### config.mk
export PLATFORM = sky130hd
export DESIGN_NAME = param_sched
export DESIGN_NICKNAME = d
export VERILOG_FILES = /design/src/rtl/param_sched.sv
export SDC_FILE = /design/constraint.sdc
export NUM_CORES = 1
export LEC_CHECK = 0
export BUFFER_PORTS_ARGS = -buffer_cell sky130_fd_sc_hd__buf_2
export CAP_MARGIN = 10
export CORE_MARGIN = 5
export CORE_UTILIZATION = 49
export CTS_CLUSTER_DIAMETER = 50
export DETAILED_ROUTE_END_ITERATION = 8
export PLACE_DENSITY = 0.83
export SLEW_MARGIN = 20
export SYNTH_ARGS = -nofsm -noshare
export SYNTH_HDL_FRONTEND = slang
export SYNTH_SLANG_ARGS = --single-unit
### constraint.sdc
create_clock -name clk -period 1.8 [get_ports clk]
set_clock_uncertainty 0.05 [all_clocks]
set_input_delay 0 -clock clk [delete_from_list [all_inputs] [get_ports clk]]
set_output_delay 0 -clock clk [all_outputs]
set_load 0.005 [all_outputs]
### src/rtl/param_sched.sv
// param_sched: shadow/active parameter bank with sample-aligned commit,
// plus an on/off sequencer that ramps the output gain up and down.
module param_sched #(
    parameter int unsigned RAMP_LOG2 = 4
) (
    input  logic        clk,
    input  logic        rst,
    input  logic        ce,
    input  logic        cfg_wr,
    input  logic [2:0]  cfg_addr,
    input  logic [23:0] cfg_data,
    input  logic        commit,
    input  logic        on_req,
    output logic [23:0] frec_mod_o,
    output logic [23:0] frec_por_o,
    output logic [15:0] im_am_o,
    output logic [15:0] im_fm_o,
    output logic [15:0] gain_o,
    output logic        dp_rst,
    output logic        val_o,
    output logic        busy,
    output logic        pending
);

    localparam int unsigned FREC_W     = 24;
    localparam int unsigned IM_W       = 16;
    localparam int unsigned GAIN_W     = 16;
    localparam int unsigned GAIN_SHIFT = GAIN_W - RAMP_LOG2;

    localparam logic [RAMP_LOG2-1:0] CNT_ZERO = '0;
    localparam logic [RAMP_LOG2-1:0] CNT_MAX  = '1;
    localparam logic [RAMP_LOG2-1:0] CNT_ONE  = RAMP_LOG2'(1);

    localparam logic [GAIN_W-1:0] GAIN_ZERO  = '0;
    localparam logic [GAIN_W-1:0] GAIN_UNITY = '1;

    // One complete parameter set; shadow and active banks share the layout.
    typedef struct packed {
        logic [FREC_W-1:0] frec_mod;
        logic [FREC_W-1:0] frec_por;
        logic [IM_W-1:0]   im_am;
        logic [IM_W-1:0]   im_fm;
    } param_set_t;

    typedef enum logic [1:0] {
        ST_OFF       = 2'd0,
        ST_RAMP_UP   = 2'd1,
        ST_RUN       = 2'd2,
        ST_RAMP_DOWN = 2'd3
    } state_e;

    param_set_t           shadow_q,  shadow_d;
    param_set_t           active_q,  active_d;
    logic                 pending_q, pending_d;
    logic                 val_q,     val_d;
    state_e               state_q,   state_d;
    logic [RAMP_LOG2-1:0] cnt_q,     cnt_d;
    logic [GAIN_W-1:0]    gain_q,    gain_d;
    logic                 dp_rst_q,  dp_rst_d;
    logic                 busy_q,    busy_d;
    logic                 load_c;

    // Shadow register write decode; addresses 4..7 fall through untouched.
    always_comb begin
        shadow_d = shadow_q;
        if (cfg_wr) begin
            case (cfg_addr)
                3'd0:    shadow_d.frec_mod = cfg_data;
                3'd1:    shadow_d.frec_por = cfg_data;
                3'd2:    shadow_d.im_am    = cfg_data[IM_W-1:0];
                3'd3:    shadow_d.im_fm    = cfg_data[IM_W-1:0];
                default: shadow_d = shadow_q;
            endcase
        end
    end

    // Commit handshake: a load on a sample strobe takes the pre-edge shadow,
    // so a same-cycle write lands in shadow only and waits for the next commit.
    always_comb begin
        load_c    = ce & (pending_q | commit);
        active_d  = active_q;
        pending_d = pending_q;
        if (load_c) begin
            active_d  = shadow_q;
            pending_d = 1'b0;
        end else if (commit) begin
            pending_d = 1'b1;
        end
    end

    // Output-valid strobe trails the sample strobe by one cycle, lining up
    // with the first cycle the freshly loaded parameters are visible.
    always_comb begin
        val_d = ce;
    end

    // On/off sequencer next state; on_req reversals win over ce.
    always_comb begin
        state_d = state_q;
        cnt_d   = cnt_q;
        case (state_q)
            ST_OFF: begin
                if (on_req) begin
                    state_d = ST_RAMP_UP;
                    cnt_d   = CNT_ZERO;
                end
            end
            ST_RAMP_UP: begin
                if (!on_req) begin
                    state_d = ST_RAMP_DOWN;
                end else if (ce) begin
                    if (cnt_q == CNT_MAX) begin
                        state_d = ST_RUN;
                    end else begin
                        cnt_d = cnt_q + CNT_ONE;
                    end
                end
            end
            ST_RUN: begin
                if (!on_req) begin
                    state_d = ST_RAMP_DOWN;
                    cnt_d   = CNT_MAX;
                end
            end
            ST_RAMP_DOWN: begin
                if (on_req) begin
                    state_d = ST_RAMP_UP;
                end else if (ce) begin
                    if (cnt_q == CNT_ZERO) begin
                        state_d = ST_OFF;
                    end else begin
                        cnt_d = cnt_q - CNT_ONE;
                    end
                end
            end
            default: begin
                state_d = ST_OFF;
                cnt_d   = CNT_ZERO;
            end
        endcase
    end

    // Status decode from the next state so the registered outputs track
    // the state register with no added latency.
    always_comb begin
        gain_d   = GAIN_ZERO;
        dp_rst_d = 1'b0;
        busy_d   = 1'b0;
        case (state_d)
            ST_OFF: begin
                dp_rst_d = 1'b1;
            end
            ST_RAMP_UP, ST_RAMP_DOWN: begin
                gain_d = GAIN_W'({cnt_d, {GAIN_SHIFT{1'b0}}});
                busy_d = 1'b1;
            end
            ST_RUN: begin
                gain_d = GAIN_UNITY;
            end
            default: begin
                dp_rst_d = 1'b1;
            end
        endcase
    end

    // State and data registers with synchronous reset; reset also drops any
    // pending commit and wipes the shadow bank.
    always_ff @(posedge clk) begin
        if (rst) begin
            shadow_q  <= '0;
            active_q  <= '0;
            pending_q <= 1'b0;
            val_q     <= 1'b0;
            state_q   <= ST_OFF;
            cnt_q     <= CNT_ZERO;
            gain_q    <= GAIN_ZERO;
            dp_rst_q  <= 1'b1;
            busy_q    <= 1'b0;
        end else begin
            shadow_q  <= shadow_d;
            active_q  <= active_d;
            pending_q <= pending_d;
            val_q     <= val_d;
            state_q   <= state_d;
            cnt_q     <= cnt_d;
            gain_q    <= gain_d;
            dp_rst_q  <= dp_rst_d;
            busy_q    <= busy_d;
        end
    end

    assign frec_mod_o = active_q.frec_mod;
    assign frec_por_o = active_q.frec_por;
    assign im_am_o    = active_q.im_am;
    assign im_fm_o    = active_q.im_fm;
    assign gain_o     = gain_q;
    assign dp_rst     = dp_rst_q;
    assign val_o      = val_q;
    assign busy       = busy_q;
    assign pending    = pending_q;

endmodule

Yosys cells after proc, flatten, opt, wreduce, memory -nomap -nowiden:

Cells that the tools add are included.

* register bits after elaboration: 186
* input port bits: 33
* output and inout port bits: 100

* add/subtract/negate cells: 2
* equal/unequal tests: 10
* mux-type cells: 21
* bitwise operators: 2
* reductions and logical operators: 10

Operators with widths (count)
* $mux 4: 8
* $pmux 16 s2: 1
* $mux 2: 8
* $pmux 4 s4: 1
* $eq 2x2->1 const B: 4
* $pmux 2 s4: 1
* $reduce_and 2->1: 4
* $eq 3x2->1 const B: 2
* $add 4x1->4 const B: 1
* $eq 2x1->1 const B: 2
* $eq 4x4->1 const B: 1
* $logic_not 2->1: 2
* $logic_not 4->1: 1
* $reduce_or 2->1: 2
* $sub 4x1->4 const B: 1
* $eq 3x1->1 const B: 1
* $logic_not 3->1: 1
* $mux 1: 2
* $and 1x1->1: 1
* $or 1x1->1: 1

Longest topological paths before layout:

Gate-level depths: netlist of the first run.

* depth after elaboration: 8
* gate-level depth with buffers: 8
* depth with buffers taken out: 8

Least setup slack after synthesis of the first run:

No wires, ideal clock.

* kind: register to register
* start point: reg cnt_q[0]
* end point: reg cnt_q[1]
* library setup time: 0.132 ns
* arrival: 1.563 ns
* data required time: 1.618 ns
* path slack: 0.055 ns
* stages on the path, launching flop included: 7
* path buffers: 0
* clock period less this slack: 1.745 ns
* cells stage by stage: dfxtp_1 -> inv_1 -> ha_1 -> a21oi_1 -> mux2_2 -> a32oi_1 -> a21oi_1

* cells in the longest elaborated chain, start to end: 5
* elaborated cells between the ends (all ways): 11

Ends and longest elaborated chain
* from (decl): RTL line 57 `logic [RAMP_LOG2-1:0] cnt_q, cnt_d;`
* from (signal assigned): RTL line 185 `cnt_q <= cnt_d;`
* $sub 4x1->4, or another cell as far along: RTL line 132 `cnt_d = cnt_q - CNT_ONE;`
* $mux 4 (on tied branches): RTL line 129, 112
* $mux 4 (on tied branches): RTL line 128, 111
* $mux 4 (on tied branches): RTL line 126, 109
* $pmux 4 s4 (*): RTL line 101 `case (state_q)`

Every way passes the cells marked *; elsewhere a longest branch is shown, timed or not.
A chain may end at the register's enable or synchronous reset.

Final worst setup path of the first run:

* start point: reg cnt_q[1]
* end point: reg gain_q[12] (netlist: gain_o[12])

* cells in the longest elaborated chain, start to end: 8
* elaborated cells between the ends (all ways): 21

Ends and longest elaborated chain
* $eq 4x4->1 / $logic_not 4->1 (equally long branches): RTL line 112, 129
* $mux 2 (on tied branches): RTL line 112, 129
* $mux 2 (on tied branches): RTL line 111, 128
* $mux 2 (on tied branches): RTL line 109, 126
* $pmux 2 s4: RTL line 101
* $eq 2x1->1 / $eq 2x2->1 (equally long branches): RTL line 149 `case (state_d)`
* $reduce_or 2->1: RTL line 149
* $pmux 16 s2 (*): RTL line 149
* to (signal assigned): RTL line 186 `gain_q <= gain_d;`
* to (decl): RTL line 58 `logic [GAIN_W-1:0] gain_q, gain_d;`

Marks and branches as above.

==> reports/qor.txt, run 1 <==
result of the run: completed
register bit total from synthesis: 175
routed vias/inst: 5.11
type of the most critical hold path: input port to flip-flop
share of total power in the clock network: 43.0%
fmax: 567 MHz
Cells on Worst Hold Path: 4
vias after detailed routing: 5,738
flop2flop setup slack: 0.04 ns
cell count after placement: 1,067
Placed Area: 7090 um^2
main flop type after synthesis: sky130_fd_sc_hd__dfxtp_1
Worst Path Max Fanout: 8
combinational family with the most area after synthesis: simple AND/OR/NAND/NOR gates
Hold Startpoint: cfg_addr[1]
arrival time of the worst setup path: 2.06 ns
layout overhead on the synthesized area: 24.8%
first-pass GRT wire length: 26,200 um
chip width: 124 um
Overall Global Routing Usage: 22.0%
count of warnings emitted by yosys: 0
synthesized-area fraction occupied by xor and xnor cells: 0.275%
# clock sinks: 175
fraction of final layout cells with drive strength greater than 1: 19.7%
initial standard-cell utilization of the core: 50.2%
initial DRC count: 523
delay of the slowest cell on the worst path: 0.37 ns
sequential power share: 50.3%
Hold Vio Cnt, Final: 0
count of flip-flops with a built-in enable after synthesis: 0
largest net degree at the start of global routing: 108
number of remaining DRC errors: 0
CP bufs+invs: 1
critical-path cell with the highest stage delay: sky130_fd_sc_hd__dfxtp_4
actual slew at the worst max-slew pin: 0.641 ns
# diodes: 0
mux contribution to synthesized area: 0.354%
number of nets in the final layout: 977
Hold Slack: 0.0317 ns
CTS max path bufs: 2
R2R Path End: gain_o[12]$_SDFF_PP0_
largest voltage drop on the vdd net: 0.673 mV
number of different library cells in the post-synthesis netlist: 39
final-report setup violation count: 0
Inserted Clock Buffers: 17
Placeable Area: 12,700 um^2
area share of and/or/nand/nor cells after synthesis: 22.8%
Max Cap Violations: 0
met2 track demand over resource in global routing: 35.9%
async set-or-reset flop fraction in the synthesized netlist: 0%
portion of the clock cycle consumed by the worst path in the final layout: 97.9%
Port Buffers: 132
Mapped Avg Cell Area: 7.80 um^2
number of nets produced by synthesis: 851
# rows: 41
proportion of power drawn by combinational gates: 6.7%
final std cell area, no fill: 7940 um^2
number of non-filler instances in the completed layout: 1,123
count of TritonRoute iterations in the first routing pass: 5
HPWL reported at the end of detailed placement: 10,400 um
number of antenna violations at the first check in global routing: 0
adder-cell share of the synthesized area: 0.393%
global route total overflow: 0
CTS root buffer: sky130_fd_sc_hd__clkbuf_16
switching power summed over all nets: 0.00177 W
startpoint of the worst register-to-register path: cnt_q[1]$_SDFF_PP0_
fraction of met3 tracks used by global routing: 5.59%
Mapped Cells: 816
vertical extent of the die: 124 um
number of cells on the worst reg-to-reg path: 7
routed wire length: 16,700 um
synthesized-area fraction occupied by ao, oa, aoi and oai cells: 15.5%
Detail Route Antenna Nets: 0
end point of the worst hold path: shadow_q[30]$_SDFFE_PP0P_
final setup slack of the worst path: 0.0376 ns
source-to-sink clock delay at the later pin of the worst-skew pair: 0.41 ns
TritonCTS clock tree: yes
Die Outline Area: 15,400 um^2
boundary pin count: 133
clock transition at the register clock pins on the worst setup and hold paths after CTS: 0.06 ns
worst setup slack before clock tree synthesis: -0.0401 ns
critical path capture point type: flip-flop
netlist area before placement: 6360 um^2
H-tree depth: 4
gp weighted congestion: 0.849
max_slew headroom: 57.2%
power density over the cells: 998 nW/um^2
Int Pwr: 0.00615 W
global route hottest layer: met2
Startpoint Class: flip-flop
required arrival time at the worst endpoint: 2.10 ns
crit path time final: 1.76 ns
switching part of the total: 22.4%
worst setup path class: flip-flop to flip-flop
register area share after synthesis: 55.1%
vias in the first global route: 5,319
static leakage: 3.14 nW
buffer count from post-CTS setup fixing: 0
worst path cell trace: inv_1 -> ha_1 -> nand2_1 -> o41ai_2 -> a31oi_1 -> or2_1 -> o21ai_1
wire length per cell: 14.8 um
count of pins over their slew limit: 0
cell family contributing the most delay on the critical path: compound AO/OA/AOI/OAI gates
met1 routing resource usage after global routing: 28.4%
==> timing repair <==
item	in CTS	in global routing
hold buffers	28	0
resized for setup	1	7
setup endpoints to repair	1	6
hold endpoints to repair	90	0
==> cells by family (layout without fill, tap and decap cells) <==
| logic type | Yosys count | in the layout |
|---|---|---|
| buf+inv | 77 | 212 |
| mux | 2 | 2 |
| flops | 175 | 175 |
| fa+ha+maj | 2 | 2 |
| xor+xnor | 2 | 2 |
| simple gates | 368 | 368 |
| compound gates | 190 | 190 |
==> registers in the layout, indices dropped and copies added, names as in the netlist <==
| signal | count |
|---|---|
| shadow_q | 80 |
| frec_mod_o | 24 |
| frec_por_o | 24 |
| im_am_o | 16 |
| im_fm_o | 16 |
| gain_o | 5 |
| cnt_q | 4 |
| state_q | 2 |
| busy | 1 |
| dp_rst | 1 |
| pending | 1 |
| val_o | 1 |
==> area by class of cell <==
type                    instances  area (um^2)
repair buffers                176         1100
clock buffers                  22          484
flip-flops and latches        175         3510
fillers                      1159         4730
inverters                       8         30.0
well taps                     172          215
multi-input cells             564         2540
clock inverters                 6         61.3
==> worst max-delay path by stage <==
stage,startpoint,endpoint,slack (ns),cells after the start
2_1_floorplan,cnt_q[0]$_SDFF_PP0_,cnt_q[1]$_SDFF_PP0_,0.06,6
3_3_place_gp,cnt_q[1]$_SDFF_PP0_,cnt_q[1]$_SDFF_PP0_,-0.02,6
3_5_place_dp,cnt_q[1]$_SDFF_PP0_,cnt_q[1]$_SDFF_PP0_,-0.04,6
4_1_cts,cnt_q[2]$_SDFF_PP0_,cnt_q[3]$_SDFF_PP0_,0.03,5
5_1_grt,cnt_q[1]$_SDFF_PP0_,gain_o[12]$_SDFF_PP0_,-0.09,7
6_report,cnt_q[1]$_SDFF_PP0_,gain_o[12]$_SDFF_PP0_,0.04,7
==> metrics by stage <==
stage | util [%] | setup TNS (ns) | power (W)
2_1_floorplan | - | 0 | 0.00435
3_5_place_dp | 55.9 | -0.0401 | 0.00455
4_1_cts | 62.5 | 0 | 0.00799
6_report | 62.7 | 0 | 0.00793
3_3_place_gp | 55.9 | -0.0247 | 0.00454
5_1_grt | 62.7 | -0.317 | 0.00823
==> placed cells by master, fill, tap and decap left out, types with 2 or more instances in the layout <==
| cell | count |
|---|---|
| sky130_fd_sc_hd__nand2_1 | 334 |
| sky130_fd_sc_hd__dfxtp_1 | 173 |
| sky130_fd_sc_hd__a21oi_1 | 167 |
| sky130_fd_sc_hd__buf_2 | 131 |
| sky130_fd_sc_hd__dlygate4sd3_1 | 28 |
| sky130_fd_sc_hd__clkbuf_16 | 17 |
| sky130_fd_sc_hd__buf_4 | 14 |
| sky130_fd_sc_hd__inv_1 | 8 |
| sky130_fd_sc_hd__nor2_1 | 8 |
| sky130_fd_sc_hd__o21ai_1 | 5 |
| sky130_fd_sc_hd__o21ai_0 | 4 |
| sky130_fd_sc_hd__clkbuf_8 | 4 |
| sky130_fd_sc_hd__nor2b_1 | 3 |
| sky130_fd_sc_hd__and2_1 | 3 |
| sky130_fd_sc_hd__nand2b_1 | 3 |
| sky130_fd_sc_hd__nand4_1 | 3 |
| sky130_fd_sc_hd__clkinv_2 | 3 |
| sky130_fd_sc_hd__buf_12 | 3 |
| sky130_fd_sc_hd__and3_1 | 2 |
| sky130_fd_sc_hd__nor3_1 | 2 |
| sky130_fd_sc_hd__a31oi_1 | 2 |
| sky130_fd_sc_hd__o31a_1 | 2 |
| sky130_fd_sc_hd__a21oi_2 | 2 |
| sky130_fd_sc_hd__xnor2_1 | 2 |
| sky130_fd_sc_hd__ha_1 | 2 |
==> layer usage <==
metal,wire length (um),share of wire (%),vias up
li1,-,-,2874
met1,7390,44,2641
met2,7890,47,195
met3,997,6.0,28
met4,394,2.4,0
met5,0,0,-
==> tightest hold or removal path, delay by kind of cell <==
family | cells | cell delay (ns)
compound gates | 1 | 0.05
simple gates | 2 | 0.26
buf+inv | 1 | 0.14
==> Yosys cell counts, drive strengths merged, types with 2 or more instances <==
cell type / count / area (um^2)
nor3: 3 / 20.0
clkbuf: 48 / 180
nand2b: 3 / 18.8
dfxtp: 175 / 3500
nand2: 334 / 1250
nand4: 3 / 18.8
xnor2: 2 / 17.5
a31oi: 2 / 12.5
or2: 3 / 18.8
mux2: 2 / 22.5
inv: 8 / 30.0
and2: 3 / 18.8
nor2: 9 / 33.8
buf: 21 / 150
o31a: 2 / 17.5
ha: 2 / 25.0
a21oi: 169 / 846
nor2b: 4 / 25.0
o21ai: 10 / 50.1
and3: 2 / 12.5
==> power groups by stage <==
stage	Sequential, W	Clock [W]	Combinational [W]
after global placement	0.00407	0	0.000471
after detailed placement	0.00407	0	0.000473
after CTS	0.00399	0.00348	0.000521
final	0.00399	0.00341	0.000528
after global routing	0.00400	0.00365	0.000581
after floorplan	0.00406	0	0.000287
No activity file was read; power rests on OpenSTA's default activity.
==> run 2, diff against run 1 <==
--- a/config.mk
+++ b/config.mk
@@ -11,6 +11,7 @@
 export CORE_UTILIZATION = 49
 export CTS_CLUSTER_DIAMETER = 50
 export DETAILED_ROUTE_END_ITERATION = 8
+export HOLD_SLACK_MARGIN = 0.08
 export PLACE_DENSITY = 0.83
 export SLEW_MARGIN = 20
 export SYNTH_ARGS = -nofsm -noshare
==> reports/qor.txt, run 2 (synthesis gave the netlist of run 1 again) <==
Routed met1 length: 7300 um
final-report setup violation count: 0
Cells on Worst Hold Path: 6
type of the most critical hold path: input port to flip-flop
Startpoint Class: flip-flop
CTS root buffer: sky130_fd_sc_hd__clkbuf_16
Power, Total: 0.00793 W
chip width: 124 um
vias after detailed routing: 5,762
cell family contributing the most delay on the critical path: compound AO/OA/AOI/OAI gates
Inserted Clock Buffers: 17
detailed-routed wire length on met2: 7960 um
sequential power share: 50.3%
count of pins over their slew limit: 0
gp weighted congestion: 0.849
routed vias/inst: 5.12
# clock sinks: 175
source-to-sink clock delay at the later pin of the worst-skew pair: 0.41 ns
proportion of power drawn by combinational gates: 6.7%
CTS max path bufs: 2
number of cells on the worst reg-to-reg path: 7
actual slew at the worst max-slew pin: 0.651 ns
critical path capture point type: flip-flop
largest voltage drop on the vdd net: 0.675 mV
max_slew headroom: 56.5%
startpoint of the worst register-to-register path: cnt_q[1]$_SDFF_PP0_
critical-path cell with the highest stage delay: sky130_fd_sc_hd__dfxtp_4
met3 layer wire length in the routed design: 1050 um
first-pass GRT wire length: 26,300 um
Placeable Area: 12,700 um^2
number of nets in the final layout: 979
result of the run: completed
CP bufs+invs: 1
required arrival time at the worst endpoint: 2.10 ns
worst setup path class: flip-flop to flip-flop
commonest non-fill, non-tap cell in the layout: sky130_fd_sc_hd__nand2_1
vertical extent of the die: 124 um
layout overhead on the synthesized area: 25.1%
register with the most flip-flops: shadow_q
count of TritonRoute iterations in the first routing pass: 5
share of total power in the clock network: 43.0%
Detail Route Antenna Nets: 0
portion of the clock cycle consumed by the worst path in the final layout: 98.9%
number of remaining DRC errors: 0
cell count after placement: 1,067
TritonCTS clock tree: yes
end point of the worst hold path: shadow_q[34]$_SDFFE_PP0P_
power density over the cells: 996 nW/um^2
H-tree depth: 4
Layout fillers: 1,156
static leakage: 3.15 nW
delay of the slowest cell on the worst path: 0.37 ns
largest net degree at the start of global routing: 108
boundary pin count: 133
Hold Vio Cnt, Final: 0
fmax: 562 MHz
switching part of the total: 22.4%
arrival time of the worst setup path: 2.08 ns
# rows: 41
Worst Path Max Fanout: 8
most frequent cells in the layout: 334 x sky130_fd_sc_hd__nand2_1, 173 x sky130_fd_sc_hd__dfxtp_1, 167 x sky130_fd_sc_hd__a21oi_1, 131 x sky130_fd_sc_hd__buf_2, 30 x sky130_fd_sc_hd__dlygate4sd3_1
buffer count from post-CTS setup fixing: 0
Largest register FFs: 80
Die Outline Area: 15,400 um^2
wire length per cell: 14.9 um
sequential standard cell area: 3510 um^2
global route total overflow: 0
Port Buffers: 132
Max Cap Violations: 0
initial DRC count: 483
footprint of the multi-input gates: 2540 um^2
Overall Global Routing Usage: 22.0%
Int Pwr: 0.00615 W
top layer reached by signal wires: met4
Hold Startpoint: cfg_wr
Hold Slack: 0.191 ns
crit path time final: 1.78 ns
number of non-filler instances in the completed layout: 1,125
fraction of final layout cells with drive strength greater than 1: 19.6%
# diodes: 0
clock transition at the register clock pins on the worst setup and hold paths after CTS: 0.06 ns
number of antenna violations at the first check in global routing: 0
vias in the first global route: 5,359
R2R Path End: gain_o[12]$_SDFF_PP0_
initial standard-cell utilization of the core: 50.2%
switching power summed over all nets: 0.00178 W
routed wire length: 16,800 um
worst path cell trace: inv_1 -> ha_1 -> nand2_1 -> o41ai_2 -> a31oi_1 -> or2_1 -> o21ai_1
flop2flop setup slack: 0.02 ns
HPWL reported at the end of detailed placement: 10,400 um
## run 2: through the flow
| step | util (%) | TNS, ns | worst slack [ns] | area (um^2) |
|---|---|---|---|---|
| 5_1_grt | 62.9 | -0.317 | -0.0900 | 7960 |
| 2_1_floorplan | - | 0 | 0.0550 | 6360 |
| 4_1_cts | 62.6 | 0 | 0.0286 | 7940 |
| 6_report | 62.9 | 0 | 0.0207 | 7960 |
| 3_3_place_gp | 55.9 | -0.0247 | -0.0247 | 7090 |
| 3_5_place_dp | 55.9 | -0.0401 | -0.0401 | 7090 |
## run 2: layer usage
layer	vias to the layer above	track usage [%]
li1	2877	-
met1	2650	28.2
met2	199	36.1
met3	36	5.63
met4	0	7.94
met5	-	0
## run 2: repair_timing
| action | in CTS | in global routing |
|---|---|---|
| hold buffers | 30 | 0 |
| endpoints found under the setup margin | 1 | 6 |
| resized for setup | 1 | 7 |
| gates cloned | 0 | 0 |
| endpoints found under the hold margin | 91 | 0 |
## run 2: how the worst max path moves through the flow
stage,start,endpoint,slack (ns),cells past startpoint
2_1_floorplan,cnt_q[0]$_SDFF_PP0_,cnt_q[1]$_SDFF_PP0_,0.06,6
3_3_place_gp,cnt_q[1]$_SDFF_PP0_,cnt_q[1]$_SDFF_PP0_,-0.02,6
3_5_place_dp,cnt_q[1]$_SDFF_PP0_,cnt_q[1]$_SDFF_PP0_,-0.04,6
4_1_cts,cnt_q[2]$_SDFF_PP0_,cnt_q[3]$_SDFF_PP0_,0.03,5
5_1_grt,cnt_q[1]$_SDFF_PP0_,gain_o[12]$_SDFF_PP0_,-0.09,7
6_report,cnt_q[1]$_SDFF_PP0_,gain_o[12]$_SDFF_PP0_,0.02,7
## run 2: power by group through the flow
stage / clock network (W) / registers [W] / logic (W)
finish: 0.00341 / 0.00399 / 0.000533
global route: 0.00365 / 0.00400 / 0.000585
CTS: 0.00348 / 0.00399 / 0.000525
detailed placement: 0 / 0.00407 / 0.000473
global placement: 0 / 0.00407 / 0.000471
floorplan: 0 / 0.00406 / 0.000287
## run 2: cell type report
class / count / area share, %
multi-input cells: 564 / 31.9
clock buffers: 22 / 6.08
well taps: 172 / 2.70
inverters: 8 / 0.377
repair buffers: 178 / 14.1
clock inverters: 6 / 0.770
flip-flops and latches: 175 / 44.1
## run 2: worst min-delay path: stages
cell and delay (ns):
sky130_fd_sc_hd__buf_2 0.11, sky130_fd_sc_hd__nand2b_1 0.13, sky130_fd_sc_hd__nor2_1 0.07, sky130_fd_sc_hd__and2_1 0.17
sky130_fd_sc_hd__nand2_1 0.06, sky130_fd_sc_hd__a21oi_1 0.05
